File: src/rtl/nap_time_setter.sv
// nap_time_setter
//   Front-end controller for the nap countdown. The user enters an HH:MM:SS
//   duration as six BCD digits with buttons, then runs it. While running, an
//   internal prescaler issues one start request per second to the countdown
//   stage. The decremented digits that stage returns are captured, and an
//   alarm is raised once it reports that all digits are zero.
//
// Ports
//   clock                 system clock, rising edge
//   reset                 asynchronous, active-low reset
//   btnSelect/btnUp/btnDown/btnStart/btnClear
//                         debounced button levels; only rising edges act
//   get*                  decremented BCD digits from the countdown stage
//   complete              countdown stage result valid (sampled only in WAIT)
//   isZero                countdown stage found all digits zero
//   set*                  held BCD digits (registered)
//   start                 one-cycle request to the countdown stage (registered)
//   cursor                digit under edit, 0=Second1 .. 5=Hour10
//   running               high in RUN or WAIT
//   alarm                 high in DONE
//   debugState            current FSM state (EDIT=0 RUN=1 WAIT=2 PAUSE=3 DONE=4)
//
// Handshake with the countdown stage: start is a single-cycle request; the
// stage answers later with complete held high for at least one cycle while
// the controller is in WAIT. No new request is issued until that answer
// has been taken.
module nap_time_setter #(
  parameter int TICK_DIV = 50000000,
  parameter int CNT_W    = 26
) (
  input  logic       clock,
  input  logic       reset,
  input  logic       btnSelect,
  input  logic       btnUp,
  input  logic       btnDown,
  input  logic       btnStart,
  input  logic       btnClear,
  input  logic [3:0] getHour10,
  input  logic [3:0] getHour1,
  input  logic [3:0] getMinute10,
  input  logic [3:0] getMinute1,
  input  logic [3:0] getSecond10,
  input  logic [3:0] getSecond1,
  input  logic       complete,
  input  logic       isZero,
  output logic [3:0] setHour10,
  output logic [3:0] setHour1,
  output logic [3:0] setMinute10,
  output logic [3:0] setMinute1,
  output logic [3:0] setSecond10,
  output logic [3:0] setSecond1,
  output logic       start,
  output logic [2:0] cursor,
  output logic       running,
  output logic       alarm,
  output logic [2:0] debugState
);

  typedef enum logic [2:0] {
    ST_EDIT  = 3'd0,
    ST_RUN   = 3'd1,
    ST_WAIT  = 3'd2,
    ST_PAUSE = 3'd3,
    ST_DONE  = 3'd4
  } stateT;

  stateT             state, stateNext;
  // digits[0] = Second1 ... digits[5] = Hour10, matching cursor numbering
  logic [5:0][3:0]   digits, digitsNext;
  logic [2:0]        cursorNext;
  logic [CNT_W-1:0]  prescaler, prescalerNext;
  logic              startNext;

  // Button order in these vectors: {clear, start, select, up, down}
  logic [4:0] btnNow, btnPrev, btnEdge;
  logic       evClear, evStart, evSelect, evUp, evDown, anyEvent;

  localparam logic [CNT_W-1:0] TICK_LAST = CNT_W'(TICK_DIV - 1);

  // Minute10 and Second10 stop at 5; every other digit at 9.
  function automatic logic [3:0] digitMax(input logic [2:0] idx);
    return (idx == 3'd1 || idx == 3'd3) ? 4'd5 : 4'd9;
  endfunction

  assign btnNow  = {btnClear, btnStart, btnSelect, btnUp, btnDown};
  assign btnEdge = btnNow & ~btnPrev;

  // Fixed priority Clear > Start > Select > Up > Down; losers are dropped.
  assign evClear  = btnEdge[4];
  assign evStart  = btnEdge[3] & ~btnEdge[4];
  assign evSelect = btnEdge[2] & ~(|btnEdge[4:3]);
  assign evUp     = btnEdge[1] & ~(|btnEdge[4:2]);
  assign evDown   = btnEdge[0] & ~(|btnEdge[4:1]);
  assign anyEvent = |btnEdge;

  always_comb begin
    stateNext     = state;
    digitsNext    = digits;
    cursorNext    = cursor;
    prescalerNext = prescaler;
    startNext     = 1'b0;

    case (state)
      ST_EDIT: begin
        if (evClear) begin
          digitsNext = '0;
          cursorNext = 3'd0;
        end else if (evStart) begin
          if (digits != '0) begin
            prescalerNext = '0;
            stateNext     = ST_RUN;
          end
        end else if (evSelect) begin
          cursorNext = (cursor == 3'd5) ? 3'd0 : cursor + 3'd1;
        end else if (evUp) begin
          digitsNext[cursor] = (digits[cursor] >= digitMax(cursor)) ? 4'd0
                                                                     : digits[cursor] + 4'd1;
        end else if (evDown) begin
          digitsNext[cursor] = (digits[cursor] == 4'd0) ? digitMax(cursor)
                                                         : digits[cursor] - 4'd1;
        end
      end

      ST_RUN: begin
        if (evClear) begin
          digitsNext    = '0;
          cursorNext    = 3'd0;
          prescalerNext = '0;
          stateNext     = ST_EDIT;
        end else if (evStart) begin
          // Prescaler is left untouched so RUN resumes mid-second.
          stateNext = ST_PAUSE;
        end else if (prescaler == TICK_LAST) begin
          prescalerNext = '0;
          startNext     = 1'b1;
          stateNext     = ST_WAIT;
        end else begin
          prescalerNext = prescaler + 1'b1;
        end
      end

      ST_WAIT: begin
        if (evClear) begin
          digitsNext    = '0;
          cursorNext    = 3'd0;
          prescalerNext = '0;
          stateNext     = ST_EDIT;
        end else if (complete) begin
          if (isZero) begin
            stateNext = ST_DONE;
          end else begin
            digitsNext = {getHour10, getHour1, getMinute10,
                          getMinute1, getSecond10, getSecond1};
            stateNext  = ST_RUN;
          end
        end
      end

      ST_PAUSE: begin
        if (evClear) begin
          digitsNext    = '0;
          cursorNext    = 3'd0;
          prescalerNext = '0;
          stateNext     = ST_EDIT;
        end else if (evStart) begin
          stateNext = ST_RUN;
        end
      end

      ST_DONE: begin
        // Any press only acknowledges the alarm; it does not edit.
        if (anyEvent) begin
          digitsNext    = '0;
          cursorNext    = 3'd0;
          prescalerNext = '0;
          stateNext     = ST_EDIT;
        end
      end

      default: begin
        digitsNext    = '0;
        cursorNext    = 3'd0;
        prescalerNext = '0;
        stateNext     = ST_EDIT;
      end
    endcase
  end

  always_ff @(posedge clock or negedge reset) begin
    if (!reset) begin
      state     <= ST_EDIT;
      digits    <= '0;
      cursor    <= 3'd0;
      prescaler <= '0;
      start     <= 1'b0;
      btnPrev   <= '0;
    end else begin
      state     <= stateNext;
      digits    <= digitsNext;
      cursor    <= cursorNext;
      prescaler <= prescalerNext;
      start     <= startNext;
      btnPrev   <= btnNow;
    end
  end

  assign setSecond1  = digits[0];
  assign setSecond10 = digits[1];
  assign setMinute1  = digits[2];
  assign setMinute10 = digits[3];
  assign setHour1    = digits[4];
  assign setHour10   = digits[5];

  assign running    = (state == ST_RUN) || (state == ST_WAIT);
  assign alarm      = (state == ST_DONE);
  assign debugState = state;

endmodule

File: config.mk
export PLATFORM = sky130hd
export DESIGN_NAME = nap_time_setter
export DESIGN_NICKNAME = d
export VERILOG_FILES = /design/src/rtl/nap_time_setter.sv
export SDC_FILE = /design/constraint.sdc
export NUM_CORES = 1
export LEC_CHECK = 0
export ABC_AREA = 1
export CAP_MARGIN = 15
export CORE_UTILIZATION = 56
export DETAILED_ROUTE_END_ITERATION = 10
export PLACE_DENSITY_LB_ADDON = 0.15
export SYNTH_ARGS = -nofsm -noshare
export SYNTH_HDL_FRONTEND = slang
export SYNTH_SLANG_ARGS = --single-unit
File: constraint.sdc
create_clock -name clock -period 3.2 [get_ports clock]
set_input_delay 0.48 -clock clock [delete_from_list [all_inputs] [get_ports clock]]
set_output_delay 0.48 -clock clock [all_outputs]
set_load 0.02 [all_outputs]
Yosys cells after proc, flatten, opt, wreduce, memory -nomap -nowiden. Cells that the tools add are included.

Reduce and logical (&&, ||, !) cells: 17. Equality and inequality tests: 24. Magnitude comparators: 3. Bitwise logic cells: 10. Add/subtract/negate cells: 4. Muxes and demuxes: 52.

Operator list (number): 2-to-1 mux 24 bit (10); 2-to-1 mux 26 bit (8); case mux 26 bit (4 select lines) (1); case mux 24 bit (4 select lines) (1); 2-to-1 mux 3 bit (17); bitwise mux 24 bit (2); adder 26 x 1 -> 26 bit (second input constant) (1); equality test 26 bit (second input constant) (1); nonzero test 24 bit (1); != test 3 bit (second input constant) (7); 2-to-1 mux 4 bit (5); case mux 3 bit (5 select lines) (1); AND reduction 7 bit (2); binary-select mux 4 bit (select 3 bit) (1); demux 4 bit (select 3 bit) (1); equality test 3 x 2 -> 1 bit (second input constant) (3); case mux 3 bit (3 select lines) (1); != test 2 x 1 -> 1 bit (second input constant) (4); != test 4 bit (second input constant) (2); equality test 3 x 1 -> 1 bit (second input constant) (2); equality test 3 bit (second input constant) (2); != test 2 bit (second input constant) (3); AND reduction 6 bit (1); OR reduction 2 bit (3); 19 further kinds (30).

Bits of input ports: 33. Register bits after elaboration: 62. Word-level logic and storage cells: 121. Output and inout port bits: 33.

Longest topological paths before layout. Gate-level depths: netlist (run 1).

Depth after elaboration: 11. Gate-level depth with buffers: 21. Mapped depth without buffers: 20.

Least setup slack after synthesis (run 1). OpenSTA, ideal clock, no wires.

Kind: register to register. From: reg cursor[2]. To: reg digits, in the netlist setMinute10[3]. Library setup time: 0.065 ns. Clock period less this slack: 2.506 ns. Cell stages (with the launch flop): 20. Arrival time: 2.441 ns. Path slack: 0.694 ns. Path buffers: 1. Data required time: 3.135 ns. Cells stage by stage: dfrtp_1 > buf_2 > inv_2 > nor2_1 > o211ai_1 > nand3_1 > inv_1 > ha_1 > or2_2 > nor2_1 > nand3_1 > nand2_1 > nand2_1 > nor2_4 > nand2_2 > nand3_1 > nand2_1 > nand2_1 > nand2_1 > nand2_1.

Cells in the longest elaborated chain, start to end: 11. Elaborated cells on any way between the ends: 25. Those cells by class: add/sub (2); order compare (3); eq/ne (2); mux (15); reduce/logical (3).

RTL lines: start: declaration (RTL line 53) `output logic [2:0] cursor,`; start signal: assignment (RTL line 200) `cursor <= cursorNext;`; binary-select mux 4 bit (select 3 bit) (tied with other cells); 2-to-1 mux 4 bit (implied by the code) (tied with other cells); subtractor 4 x 1 -> 4 bit (tied with other cells) (RTL line 120) `: digits[cursor] - 4'd1;`; 2-to-1 mux 4 bit (tied with other cells) (RTL line 119) `digitsNext[cursor] = (digits[cursor] == 4'd0) ? digitMax(cursor)`; bitwise mux 24 bit / 2-to-1 mux 4 bit (equally long branches) (RTL line 119, 116); 2-to-1 mux 24 bit / bitwise mux 24 bit (equally long branches) (RTL line 118, 116); 2-to-1 mux 24 bit * (RTL line 115) `end else if (evUp) begin`; 2-to-1 mux 24 bit * (RTL line 113) `end else if (evSelect) begin`; 2-to-1 mux 24 bit * (RTL line 108) `end else if (evStart) begin`; 2-to-1 mux 24 bit * (RTL line 105) `if (evClear) begin`; case mux 24 bit (4 select lines) * (RTL line 103) `case (state)`; end signal: assignment (RTL line 199) `digits <= digitsNext;`; end: declaration (RTL line 69) `logic [5:0][3:0] digits, digitsNext;`.

Every way passes the cells marked *; elsewhere a longest branch is shown, timed or not. The select of a mux whose other input is x is not followed. A chain may end at the register's enable or synchronous reset.

Worst setup path after layout (run 1).
From: reg cursor[2]. To: reg digits, in the netlist setSecond10[0].

Same word-level chain as after synthesis.

==> results.toml, run 1 <==
[grt]
grt_overflow_total = 0
antenna_found_initial = 0
grt_pass1_wl_mm = 23.0
top_usage_layer = "met2"
met2_usage_pct = 57.8
grt_max_degree = 45
gr-usage-met3_pct = 5.50
grt_pass1_vias = 4864
grt_usage_pct = 34.4
grt_use_met1_pct = 43.2

[clock_network]
clock_latency_ns = 0.35
cts_setup_buffers = 0
cts_tree = "yes"
h-tree-depth = 3
numCtsBuffers = 9
cts_hold_buffers = 0
cts_resized = 0
cts_root_buf = "clkbuf_8"
cts.path.max_buffers = 2
cts.clk_slew.worst_paths_ns = 0.07
clock_sinks = 62

[floorplanning]
initial_utilization_pct = 58.7
dieArea_mm2 = 0.00855
fp.dieH_um = 92.5
rows = 32
dieWidth_um = 92.5
ios = 66
placeableCoreArea_mm2 = 0.00781

[yosys]
ys_types = 41
ys_async_sr_fraction_pct = 100
synth_compound_area_share_pct = 7.70
yosysTopAreaCellShare_pct = 33.9
synthSimpleGateAreaFrac_pct = 46.5
syn_avg_cell_area_um2 = 6.46
ys_warn_count = 0
ys_ff_latch = 62
synthMuxAreaShare_pct = 0
synth_edf_count = 0
synthTopCellsByArea = "dfrtp_1 (34%), nand2_1 (20%), nand3_1 (7.3%), nor2_1 (6.6%), inv_1 (5.7%)"
syn_inst = 710
syn_area_mm2 = 0.00458
syn_nets = 748
synthAdderAreaFrac_pct = 1.37
synth_seq_area_share_pct = 33.9
synth_top_family_by_area = "simple AND/OR/NAND/NOR gates"
ys.flop_type = "dfrtp_1"
synthXorXnorAreaFrac_pct = 1.53
yosysTopAreaCell = "dfrtp_1"

[sta]
fmax_mhz = 349
finalSetupViolCount = 0
min_period_ns = 2.87
hold_violations = 0
skew_ns = 0.00571
finalSetupTns_ns = 0
worst_pin_slew_ns = 0.860
maxSlewHeadroom_pct = 42.2
rsz0062_at_grt = "no"
drv_slew = 0
period_share_pct = 89.5
whs_ns = 0.0634

[worst_setup_path]
cp_data_arrival_time_ns = 3.16
cp-end-kind = "flip-flop"
worst_ep_required_time_ns = 3.49
start_kind = "flip-flop"
crit_path_max_fanout = 9
crit_type = "flip-flop to flip-flop"

[finish]
final_common_cell = "nand2_1"
final_layout_size_suffix_gt1_share_pct = 10.0
most-common-layout-cells = "nand2_1 (247), nor2_1 (80), inv_1 (69)"
antenna_cells = 0
fin_nets = 813
syn_to_final_growth_pct = 19.8
final_util_pct = 70.3
design_area_mm2 = 0.00549
nFillCells = 715

[job]
drv_cap = 0

[min_path]
hp-class = "input port to async pin"

[drt]
vias_per_cell = 5.63
post_drt_wl_per_cell_um = 15.5
drt_iter0_drc = 351
drc_errors = 0
drtPass1Iterations = 5
ant_nets = 0
vias = 4957
wirelength_mm = 13.6

[placed_design]
hpwl_mm = 10.3
place_area_mm2 = 0.00530
routabilityCongestion = 1.00
numPortBuffers = 65

[pwr]
p_per_area_mw_per_mm2 = 824
ir_worst_vdd_mv = 0.390
p_leak_uw = 0.00265

[outcome]
outcome = "finished, final reports clean"
-- per-stage QoR --
step,setup WS [ns],total power (uW),instances
after floorplan,0.694,2960,710
after global placement,0.461,3730,866
after detailed placement,0.300,3790,866
after CTS,0.386,4500,881
after global routing,0.0137,4860,881
final,0.335,4520,881
-- cell usage after synthesis, types with 5 or more instances --
cell and count:
nor3_2 7, xor2_1 8, inv_1 69, buf_2 8, nor2_2 9, o21ai_0 25, nand2_1 247, o21ai_1 5
inv_2 15, nand4_1 12, nor2_1 80, nor3_1 22, ha_1 5, dfrtp_1 62, a21oi_1 14, nand2_2 10
nand3_1 67
-- metal layers --
layer / up-vias / wire length, um / part of all wire [%]
li1: 2389 / - / -
met3: 49 / 975 / 7.2
met2: 240 / 6460 / 47
met4: 0 / 518 / 3.8
met5: - / 0 / 0
met1: 2279 / 5650 / 42
-- power by group --
part / internal (uW) / total, uW / switching [uW]
combinational: 887 / 2690 / 1800
clock: 374 / 696 / 322
sequential: 914 / 1130 / 220
total: 2180 / 4520 / 2350
-- final cells by class --
cell class	count	area [um^2]	area share [%]
Multi-Input combinational cell	547	2620	47.7
Sequential cell	62	1550	28.3
Tap cell	102	128	2.32
Timing Repair Buffer	71	691	12.6
Inverter	84	315	5.74
Clock inverter	4	47.5	0.866
Clock buffer	11	141	2.58
-- worst max-delay path, stage by stage (launching register included) --
cell	delay, ns
dfrtp_1	0.57
inv_2	0.14
nor2_1	0.19
o211ai_1	0.12
nand3_1	0.18
inv_1	0.09
ha_1	0.19
or2_2	0.30
nor2_1	0.11
nand3_1	0.08
nand2_1	0.06
nand2_1	0.08
nor2_4	0.16
nand2_2	0.16
nand3_1	0.12
nand2_1	0.06
nand2_1	0.07
nand2_1	0.05
nand2_1	0.07
-- cell families (layout without fill, tap and decap cells) --
group	Yosys count	in the layout
AOI/OAI and AO/OA	61	61
xor gates and xnor gates	8	8
adders and majority gates	5	5
buffers and inverters	101	170
DFF	62	62
and+or+nand+nor	473	473
-- flip-flops by register name, summed over array words and instances, names as in the netlist --
register	count
start	1
setSecond1	4
prescaler	26
setSecond10	4
setHour10	4
debugState	3
setMinute10	4
setMinute1	4
btnPrev	5
cursor	3
setHour1	4
-- path summary, 6_finish.rpt --
check                                      startpoint                          to  slack (ns)  depth (start not counted)
max reg2reg                     cursor[2]$_DFFE_PN0P_  setSecond10[0]$_DFFE_PN0P_        0.33                         18
min reg2reg                setSecond10[2]$_DFFE_PN0P_  setSecond10[2]$_DFFE_PN0P_        0.53                          2
min                                             reset       cursor[2]$_DFFE_PN0P_        0.06                          1
max                             cursor[2]$_DFFE_PN0P_  setSecond10[0]$_DFFE_PN0P_        0.33                         18
max in group asynchronous                       reset    prescaler[2]$_DFFE_PN0P_        2.20                          2
min in group clock         setSecond10[2]$_DFFE_PN0P_  setSecond10[2]$_DFFE_PN0P_        0.53                          2
Power figures use the tool's default switching activity.
==> run 2, diff against run 1 <==
--- a/config.mk
+++ b/config.mk
@@ -9,6 +9,7 @@
 export CAP_MARGIN = 15
 export CORE_UTILIZATION = 56
 export DETAILED_ROUTE_END_ITERATION = 10
+export HOLD_SLACK_MARGIN = 0.1
 export PLACE_DENSITY_LB_ADDON = 0.15
 export SYNTH_ARGS = -nofsm -noshare
 export SYNTH_HDL_FRONTEND = slang
==> results.toml, run 2 (synthesis results as in run 1) <==
[pwr]
p_clk_share_pct = 15.3
comb_power_share_pct = 59.7
p_leak_uw = 0.00266
p_per_area_mw_per_mm2 = 824
switching_share_pct = 52.0
seqPwrFrac_pct = 25.0
switchingPower_uw = 2350
internal_power_uw = 2180
ir_worst_vdd_mv = 0.392
total_power_uw = 4530

[finish]
largest_reg_flops = 26
top_regs = "prescaler: 26 flops, btnPrev: 5 flops"
nFillCells = 714
fin_cells = 882
antenna_cells = 0
syn_to_final_growth_pct = 20.0
most-common-layout-cells = "nand2_1 (247), nor2_1 (80), inv_1 (69)"
final_common_cell = "nand2_1"
fin_nets = 814
final_layout_size_suffix_gt1_share_pct = 10.0
top_register = "prescaler"

[clock_network]
cts.clk_slew.worst_paths_ns = 0.07
cts_tree = "yes"
numCtsBuffers = 9
cts_hold_buffers = 1
cts_setup_buffers = 0
clock_latency_ns = 0.35
h-tree-depth = 3
clock_sinks = 62
cts_resized = 0
cts.path.max_buffers = 2
cts_root_buf = "clkbuf_8"

[grt]
antenna_found_initial = 0
grt_pass1_vias = 4864
grt_max_degree = 45
grt_overflow_total = 0
grt_pass1_wl_mm = 23.0
grt_usage_pct = 34.4

[floorplanning]
dieArea_mm2 = 0.00855
placeableCoreArea_mm2 = 0.00781
fp.dieH_um = 92.5
initial_utilization_pct = 58.7
ios = 66
dieWidth_um = 92.5
rows = 32

[sta]
rsz0062_at_grt = "no"
period_share_pct = 89.8
skew_ns = 0.00655
min_period_ns = 2.87
hold_violations = 0
finalSetupTns_ns = 0
worst_pin_slew_ns = 0.866
maxSlewHeadroom_pct = 41.8
fmax_mhz = 348
finalSetupViolCount = 0
whs_ns = 0.531
drv_slew = 0
fin_ws_ns = 0.328

[drt]
post_drt_wl_per_cell_um = 15.5
drtPass1Iterations = 5
drt_iter0_drc = 358
drc_errors = 0
vias = 4949
wirelength_mm = 13.6
vias_per_cell = 5.61
ant_nets = 0

[placed_design]
hpwl_mm = 10.3
dp_cells = 866
routabilityCongestion = 1.00
numPortBuffers = 65
place_ws_ns = 0.300

[job]
drv_cap = 0

[worst_setup_path]
worst_ep_required_time_ns = 3.49
crit_type = "flip-flop to flip-flop"
r2r_start = "cursor[2]$_DFFE_PN0P_"
start_kind = "flip-flop"
cp_data_arrival_time_ns = 3.16
cp-end-kind = "flip-flop"
reg2regPathDepth = 18
r2r_end = "setSecond10[0]$_DFFE_PN0P_"
rrSetupSlack_ns = 0.33
crit_path_max_fanout = 9

[outcome]
outcome = "finished, final reports clean"

[min_path]
holdPathStages = 2
hold_end = "setHour10[0]$_DFFE_PN0P_"
worstHoldStart = "setHour10[0]$_DFFE_PN0P_"
hp-class = "flip-flop to flip-flop"
run 2: cell types whose count changed in the layout (fill, tap and decap cells not counted):
| cell | previous run | this run |
|---|---|---|
| dlygate4sd3_1 | 0 | 1 |
run 2: layout make-up:
| cell class | count | area, um^2 | share of cell area [%] |
|---|---|---|---|
| clock buffers | 11 | 141 | 2.57 |
| repair buffers | 72 | 701 | 12.7 |
| multi-input cells | 547 | 2620 | 47.6 |
| well taps | 102 | 128 | 2.32 |
| flip-flops and latches | 62 | 1550 | 28.2 |
| clock inverters | 4 | 47.5 | 0.864 |
| inverters | 84 | 315 | 5.73 |
run 2: power by group through the flow:
| stage | combinational [uW] | clock, uW | sequential [uW] |
|---|---|---|---|
| finish | 2700 | 694 | 1130 |
| global route | 2980 | 727 | 1150 |
| CTS | 2670 | 703 | 1130 |
| detailed placement | 2650 | 0 | 1140 |
| global placement | 2590 | 0 | 1140 |
| floorplan | 1770 | 0 | 1190 |
run 2: how the worst max path moves through the flow:
stage                     slack [ns]                   from                    endpoint
after floorplan                 0.69  cursor[2]$_DFFE_PN0P_  setMinute10[3]$_DFFE_PN0P_
after global placement          0.46  cursor[1]$_DFFE_PN0P_  setSecond10[0]$_DFFE_PN0P_
after detailed placement        0.30               btnClear    setHour10[2]$_DFFE_PN0P_
after CTS                       0.39  cursor[1]$_DFFE_PN0P_  setSecond10[0]$_DFFE_PN0P_
after global routing            0.01  cursor[2]$_DFFE_PN0P_    setHour10[0]$_DFFE_PN0P_
final                           0.33  cursor[2]$_DFFE_PN0P_  setSecond10[0]$_DFFE_PN0P_
run 2: worst max-delay path: stages, from the launching register on:
cell,delay (ns)
dfrtp_1,0.56
inv_2,0.14
nor2_1,0.19
o211ai_1,0.12
nand3_1,0.18
inv_1,0.09
ha_1,0.19
or2_2,0.30
nor2_1,0.11
nand3_1,0.08
nand2_1,0.06
nand2_1,0.08
nor2_4,0.16
nand2_2,0.17
nand3_1,0.12
nand2_1,0.06
nand2_1,0.07
nand2_1,0.05
nand2_1,0.07
run 2: routing by layer:
layer / vias to the layer above / part of all wire, % / global-route usage (%)
met1: 2275 / 42 / 43.2
met4: 0 / 4.0 / 16.1
met3: 52 / 7.1 / 5.50
met2: 231 / 47 / 57.8
met5: - / 0 / 0
li1: 2391 / - / -
run 2: per-stage QoR:
stage	util [%]	instance area [um^2]
global placement	67.9	5300
floorplan	-	4580
CTS	70.4	5500
finish	70.4	5500
global route	70.4	5500
detailed placement	67.9	5300
